==> src/rtl/key_xor_serial.sv <==
// Serial AES-128/192/256 round-key XOR stage: one shared XOR, one word/cycle.
// Define KEYXOR_ZEROIZE_EN to add abort_i and zeroize the key register on exit.
module key_xor_serial #(
    parameter int WORD_W = 32,
    parameter int MAX_NK = 8
) (
    input  logic                     clk_i,
    input  logic                     rst_n,
    input  logic                     start_i,
    output logic                     ready_o,
    input  logic [1:0]               mode_i,
    input  logic [WORD_W-1:0]        temp_word_i,
    input  logic [MAX_NK*WORD_W-1:0] prev_key_i,
    output logic                     sub_req_o,
    output logic [WORD_W-1:0]        sub_word_o,
    input  logic                     sub_valid_i,
    input  logic [WORD_W-1:0]        sub_word_i,
    output logic                     key_valid_o,
    input  logic                     key_ready_i,
    output logic [MAX_NK*WORD_W-1:0] key_o,
    output logic                     busy_o,
`ifdef KEYXOR_ZEROIZE_EN
    input  logic                     abort_i,
`endif
    output logic                     err_o
);

    localparam int IW = $clog2(MAX_NK);

    typedef enum logic [1:0] {
        S_IDLE,
        S_RUN,
        S_SUB_WAIT,
        S_HOLD
    } state_t;

    state_t            r_state;
    state_t            w_state_nxt;
    logic [IW-1:0]     r_idx;
    logic [IW-1:0]     r_last;
    logic              r_nk8;
    logic              r_err;
    logic [WORD_W-1:0] r_temp;
    logic [WORD_W-1:0] r_sub;
    logic [WORD_W-1:0] r_acc;
    logic [WORD_W-1:0] r_prev [MAX_NK];
    logic [WORD_W-1:0] r_key  [MAX_NK];

    logic              w_accept;
    logic              w_illegal;
    logic              w_abort;
    logic [WORD_W-1:0] w_seed;
    logic [WORD_W-1:0] w_acc;

    assign w_accept  = (r_state == S_IDLE) && start_i && (mode_i != 2'b11);
    assign w_illegal = (r_state == S_IDLE) && start_i && (mode_i == 2'b11);

`ifdef KEYXOR_ZEROIZE_EN
    assign w_abort = abort_i && (r_state != S_IDLE);
`else
    assign w_abort = 1'b0;
`endif

    // Word 0 is seeded by temp, word 4 of AES-256 by the S-box result.
    always_comb begin
        w_seed = r_acc;
        unique case (1'b1)
            (r_idx == '0):                 w_seed = r_temp;
            (r_nk8 && (r_idx == IW'(4))): w_seed = r_sub;
            default:                       w_seed = r_acc;
        endcase
    end

    assign w_acc = w_seed ^ r_prev[r_idx];
    assign err_o = r_err;

    always_comb begin
        w_state_nxt = r_state;
        ready_o     = 1'b0;
        busy_o      = 1'b1;
        sub_req_o   = 1'b0;
        sub_word_o  = '0;
        key_valid_o = 1'b0;
        key_o       = '0;
        unique case (r_state)
            S_IDLE: begin
                ready_o = 1'b1;
                busy_o  = 1'b0;
                if (w_accept) w_state_nxt = S_RUN;
            end
            S_RUN: begin
                if (r_idx == r_last)
                    w_state_nxt = S_HOLD;
                else if (r_nk8 && (r_idx == IW'(3)))
                    w_state_nxt = S_SUB_WAIT;
            end
            S_SUB_WAIT: begin
                sub_req_o  = 1'b1;
                sub_word_o = r_key[3];
                if (sub_valid_i) w_state_nxt = S_RUN;
            end
            S_HOLD: begin
                key_valid_o = 1'b1;
                for (int j = 0; j < MAX_NK; j++)
                    key_o[(MAX_NK-j)*WORD_W-1 -: WORD_W] = r_key[j];
                if (key_ready_i) w_state_nxt = S_IDLE;
            end
            default: w_state_nxt = S_IDLE;
        endcase
        if (w_abort) w_state_nxt = S_IDLE;
    end

    always_ff @(posedge clk_i or negedge rst_n) begin
        if (!rst_n) begin
            r_state <= S_IDLE;
            r_idx   <= '0;
            r_last  <= '0;
            r_nk8   <= 1'b0;
            r_err   <= 1'b0;
            r_temp  <= '0;
            r_sub   <= '0;
            r_acc   <= '0;
            for (int j = 0; j < MAX_NK; j++) begin
                r_prev[j] <= '0;
                r_key[j]  <= '0;
            end
        end else begin
            r_state <= w_state_nxt;
            r_err   <= w_illegal || w_abort;
            if (w_abort) begin
                r_temp <= '0;
                r_sub  <= '0;
                r_acc  <= '0;
                for (int j = 0; j < MAX_NK; j++) r_key[j] <= '0;
            end else begin
                unique case (r_state)
                    S_IDLE: begin
                        if (w_accept) begin
                            r_temp <= temp_word_i;
                            r_idx  <= '0;
                            r_nk8  <= (mode_i == 2'b10);
                            unique case (mode_i)
                                2'b00:   r_last <= IW'(3);
                                2'b01:   r_last <= IW'(5);
                                default: r_last <= IW'(7);
                            endcase
                            for (int j = 0; j < MAX_NK; j++) begin
                                r_prev[j] <= prev_key_i[(MAX_NK-j)*WORD_W-1 -: WORD_W];
                                r_key[j]  <= '0;
                            end
                        end
                    end
                    S_RUN: begin
                        r_key[r_idx] <= w_acc;
                        r_acc        <= w_acc;
                        r_idx        <= r_idx + 1'b1;
                    end
                    S_SUB_WAIT: begin
                        if (sub_valid_i) begin
                            r_sub <= sub_word_i;
                            r_idx <= IW'(4);
                        end
                    end
                    S_HOLD: begin
`ifdef KEYXOR_ZEROIZE_EN
                        if (key_ready_i)
                            for (int j = 0; j < MAX_NK; j++) r_key[j] <= '0;
`endif
                    end
                    default: ;
                endcase
            end
        end
    end

endmodule

==> config.mk <==
export PLATFORM = sky130hd
export DESIGN_NAME = key_xor_serial
export DESIGN_NICKNAME = d
export VERILOG_FILES = /design/src/rtl/key_xor_serial.sv
export SDC_FILE = /design/constraint.sdc
export NUM_CORES = 1
export LEC_CHECK = 0
export CAP_MARGIN = 20
export CORE_AREA = 2 2 245 247
export CTS_BUF_LIST = sky130_fd_sc_hd__clkbuf_16
export DETAILED_ROUTE_END_ITERATION = 10
export DIE_AREA = 0 0 247 249
export PLACE_DENSITY = 0.87
export SLEW_MARGIN = 20
export SYNTH_ARGS = -nofsm -noshare
export SYNTH_HDL_FRONTEND = slang
export SYNTH_SLANG_ARGS = --single-unit
export TNS_END_PERCENT = 30
==> constraint.sdc <==
create_clock -name clk_i -period 3.55 [get_ports clk_i]
set_input_delay 0.71 -clock clk_i [delete_from_list [all_inputs] [get_ports clk_i]]
set_output_delay 0.71 -clock clk_i [all_outputs]
set_load 0.01 [all_outputs]
* Word level (Yosys, flattened, before mapping)
Index checks and enable logic that the tools add are counted.
** Cells by class
- Bitwise logic cells :: 2
- Equal/unequal tests :: 14
- Add/sub/neg operators :: 1
- $lt $le $gt $ge :: 2
- Multiplexer cells :: 25
- Reductions and logical operators :: 16
** Operators by type and width (count)
- two-way mux 256 bit :: 2
- case mux 256 bit (2 select lines) :: 1
- bitwise mux 256 bit :: 1
- two-way mux 32 bit :: 4
- binary-select mux 32 bit (select 3 bit) :: 1
- demux 32 bit (select 3 bit) :: 1
- case mux 32 bit (2 select lines) :: 1
- bitwise XOR 32 bit :: 1
- two-way mux 2 bit :: 5
- case mux 3 bit (3 select lines) :: 1
- equality test 2 bit, second input constant :: 4
- inequality test 2 bit, second input constant :: 4
- case mux 2 bit (4 select lines) :: 1
- logical AND 1 bit :: 6
- two-way mux 3 bit :: 2
- case mux 3 bit (2 select lines) :: 1
- AND reduction 2 bit :: 3
- equality test 2 x 1 -> 1 bit, second input constant :: 2
- greater-or-equal comparator 4 bit, second input constant :: 1
- logical NOT 2 bit :: 2
- < comparator 4 x 1 -> 1 bit, second input constant :: 1
- two-way mux 1 bit :: 4
- NOT 3 -> 4 bit :: 1
- AND reduction 4 bit :: 1
- 9 further kinds :: 9
** Storage, ports and cells
- Register bits after elaboration :: 618
- Output and inout port bits :: 293
- Input port bits :: 327

* Longest topological paths before layout
- Depth in word-level cells :: 7
- Mapped depth :: 13
- Mapped depth without buffers :: 7

* Worst setup path before layout
OpenSTA, ideal clock, no wires.
- Kind :: reg-to-reg
- From :: register r_idx[1]
- To :: register r_acc[23]
- Arrival time :: 2.592 ns
- Required time :: 3.483 ns
- Path buffers :: 6
- Path slack :: 0.891 ns
- Cell stages (with the launch flop) :: 14
- Period minus slack after synthesis :: 2.659 ns
- Cell sequence :: dfrtp_1 buf_2 buf_4 buf_4 buf_2 inv_1 ha_1 clkbuf_1 nand2b_1 clkbuf_1 o22ai_1 a21oi_1 xnor2_1 mux2_2
** Between the ends
- Longest elaborated chain between the ends :: 5
** RTL lines
- start: declaration :: RTL line 39 : logic [IW-1:0] r_idx;
- start signal: assignment :: RTL line 156 : r_idx <= r_idx + 1'b1;
- NOT 3 -> 4 bit (implied by the code) :: RTL line 74 : assign w_acc = w_seed ^ r_prev[r_idx];
- binary-select mux 32 bit (select 3 bit) :: RTL line 74
- two-way mux 32 bit (implied by the code) (2 in a row) :: RTL line 74
- bitwise XOR 32 bit (*) :: RTL line 74
- end signal: assignment :: RTL line 155 : r_acc <= w_acc;
- end: declaration :: RTL line 45 : logic [WORD_W-1:0] r_acc;
Mark *: on every way between the ends. The rest lies on a longest branch, timed or not. The select of a mux whose other input is x is not followed.
A chain may end at the register's enable or synchronous reset.

* Final worst setup path
- From :: register r_state[0]
- To :: output key_o[31]
** Between the ends
- Longest elaborated chain between the ends :: 2
** RTL lines
- start: declaration :: RTL line 37 : state_t r_state;
- start signal: assignment :: RTL line 128 : r_state <= w_state_nxt;
- equality test 2 bit :: RTL line 85 : unique case (r_state)
- two-way mux 256 bit :: RTL line 85
- end: declaration :: RTL line 20 : output logic [MAX_NK*WORD_W-1:0] key_o,
No other way between the ends.

==> flow_metrics.tcl <==
set metrics [dict create \
    outcome "finished clean" \
    leakage_nw 17.6 \
    cts-buffers-inserted 66 \
    clock_sinks 618 \
    cp_slowest_cell "clkdlybuf4s50_1" \
    die_x_um 247 \
    core.rowCount 89 \
    skew_ps 32.3 \
    setup.worst_path.end "key_o[31]" \
    start_util_pct 47.6 \
    worstSkewPairLatency_ps 600 \
    dieArea_um2 61500 \
    setup_viol 0 \
    cts_setup_buffers 0 \
    combPwrFrac_pct 46.2 \
    synth_area_um2 27900 \
    wl_mm 89.1 \
    crit_start "r_state[0]" \
    intPower_w 0.0199 \
    synth_cell_types 40 \
    yosysWarnings 0 \
    worstPathMaxFanout 44 \
    period_minus_slack_ps 3310 \
    rsz0062_at_grt "no" \
    core_area_um2 58700 \
    finalHoldViolCount 0 \
    slew_violations 0 \
    ff2ff_setup_slack_ps 520 \
    nets 3487 \
    ir_drop_uv 618 \
    rr_worst_depth 9 \
    synth_nets 2928 \
    cp-start-kind "flip-flop" \
    seqPwrFrac_pct 33.9 \
    cp_num_buf_inv 2 \
    finalCritPeriodShare_pct 93.2 \
    grt_remaining_overflow 0 \
    drt_iter0_markers 1959 \
    async_reset_ff_share_pct 100 \
    vias 22565 \
    maxCapViolCount 0 \
    cts_root_buffer "clkbuf_16" \
    cp-end-kind "primary output" \
    area_delta_synth_final_pct 33.5 \
    io_pins 620 \
    clk_pin_slew_ps 60 \
    path_class "reg2out" \
    required_ps 2840 \
    netlist_instances 2594 \
    worst_path_largest_cell_delay_ps 560 \
    reg2reg_from "r_idx[0]" \
    clockBufferDepth 3 \
    final_cell_mix "nand2_1 (883), clkdlybuf4s50_1 (618), dfrtp_1 (615)" \
    final_core_util_pct 63.5 \
    cp.depth 4 \
    cts_hold_buf 0 \
    port_buffers 619 \
    hold_class "in2async" \
    firstDrtPassIters 5 \
    grt_pass1_vias 22796 \
    ys_ff_latch 618 \
    grt_pass1_wl_mm 136 \
    final_common_cell "nand2_1" \
    vias_per_cell 5.66 \
    dp_hpwl_mm 62.0 \
    drc 0 \
    die_h_um 249 \
    netlist_top_cells_area "dfrtp_1 (55%), nand2_1 (12%), a22o_1 (8.0%), and2_1 (6.5%), mux4_1 (5.3%)" \
    fmax_ghz 0.302 \
    netlist.area_leader.share_pct 55.4 \
    power.switching_w 0.0142 \
    htreeDepth 3 \
    antenna_found_initial 13 \
    ant_nets 0 \
    avgSynthCellArea_um2 10.8 \
    cts_resized 0 \
    fin_setup_tns_ps 0 \
    r2r-end "r_key[140]" \
    num-fill-cells 4325 \
    synth_area_leader_cell "dfrtp_1" \
    place.gp.congestion 0.853 \
    p_per_area_nw_per_um2 915 \
    worstPathArrival_ps 2600 \
    layout-drive-gt1-share_pct 9.14 \
    worst_pin_slew_ps 1150 \
    cts_tree "built" \
    path_delay_family "buffers and inverters" \
    sw_frac_of_total_pct 41.7 \
    wl_per_cell_um 22.4 \
    grt_max_degree 179 \
    power_frac_clock_pct 19.9 \
    maxSlewHeadroom_pct 23.1 \
    seq_area_frac_synth_pct 55.4 \
    grtUsageTotal_pct 29.0 \
    path_cells "ha_4 > buf_4 > and2_1 > clkdlybuf4s50_1" \
    ys.flop_type "dfrtp_1" \
    synth-edff-count 0 \
]
## routing by layer
metal | up-vias | part of all wire, % | global-route usage (%)
met5 | - | 0.054 | 0
met4 | 8 | 3.8 | 11.8
met3 | 187 | 8.8 | 5.48
met2 | 1275 | 48 | 46.3
met1 | 11159 | 40 | 39.2
li1 | 9936 | - | -
## per-stage QoR
stage          hold slack, ps  setup WS [ps]  cells  cell area, um2  total power [W]
6_report                  136            243   3985           37300           0.0341
5_1_grt                   170           88.9   3982           37300           0.0359
4_1_cts                   141            179   3977           37200           0.0340
3_5_place_dp              454            143   3858           35100           0.0271
3_3_place_gp              449            260   3858           35100           0.0265
2_1_floorplan             414            891   2594           27900           0.0211
## worst min-delay path by stage
stage / end / slack (ps) / start
2_1_floorplan: err_o / 410 / rst_n
3_3_place_gp: r_prev[93] / 450 / r_prev[93]
3_5_place_dp: r_prev[198] / 450 / r_prev[198]
4_1_cts: r_prev[54] / 140 / rst_n
5_1_grt: r_prev[30] / 170 / rst_n
6_report: r_prev[30] / 140 / rst_n
## sequential cells by signal, summed over array words and instances, names as in the netlist
register and flops:
r_temp 32, r_nk8 1, r_idx 3, r_last 3, r_state 2, r_key 256, r_acc 32, err_o 1
r_sub 32, r_prev 256
## logic make-up after synthesis
logic type	Yosys count	share of synthesized area, %
muxes	160	10.3
xor gates and xnor gates	35	1.58
buffers and inverters	201	3.08
and+or+nand+nor	1198	18.8
DFF	618	55.4
AOI/OAI and AO/OA	375	10.6
adders and majority gates	7	0.314
## synthesized netlist by cell type (5+ instances only)
cell type,count
a21oi_1,35
xnor2_1,17
mux2i_4,15
nor3_1,7
mux2i_1,17
mux2_2,63
mux4_2,7
buf_1,11
xnor2_2,18
buf_2,22
nor2_1,6
o22ai_1,65
a22o_1,255
and2_1,289
buf_6,7
ha_1,7
o21ai_0,9
clkbuf_1,146
nand3_1,5
inv_1,9
dfrtp_1,618
mux4_1,56
nand2_1,886
## layout make-up
| type | count | area, um2 | share of cell area [%] |
|---|---|---|---|
| Timing Repair Buffer | 682 | 6940 | 18.6 |
| Clock inverter | 50 | 390 | 1.05 |
| Sequential cell | 618 | 15500 | 41.5 |
| Clock buffer | 69 | 1730 | 4.63 |
| Antenna cell | 8 | 20.0 | 0.0537 |
| Multi-Input combinational cell | 1775 | 11700 | 31.5 |
| Tap cell | 773 | 967 | 2.59 |
| Inverter | 10 | 38.8 | 0.104 |
## power by group through the flow
stage / Combinational, W / Sequential [W] / Clock, W
floorplan: 0.0102 / 0.0109 / 0
global placement: 0.0151 / 0.0114 / 0
detailed placement: 0.0156 / 0.0116 / 0
CTS: 0.0157 / 0.0115 / 0.00687
global route: 0.0169 / 0.0118 / 0.00718
finish: 0.0158 / 0.0116 / 0.00678
No activity file was read; power rests on OpenSTA's default activity.
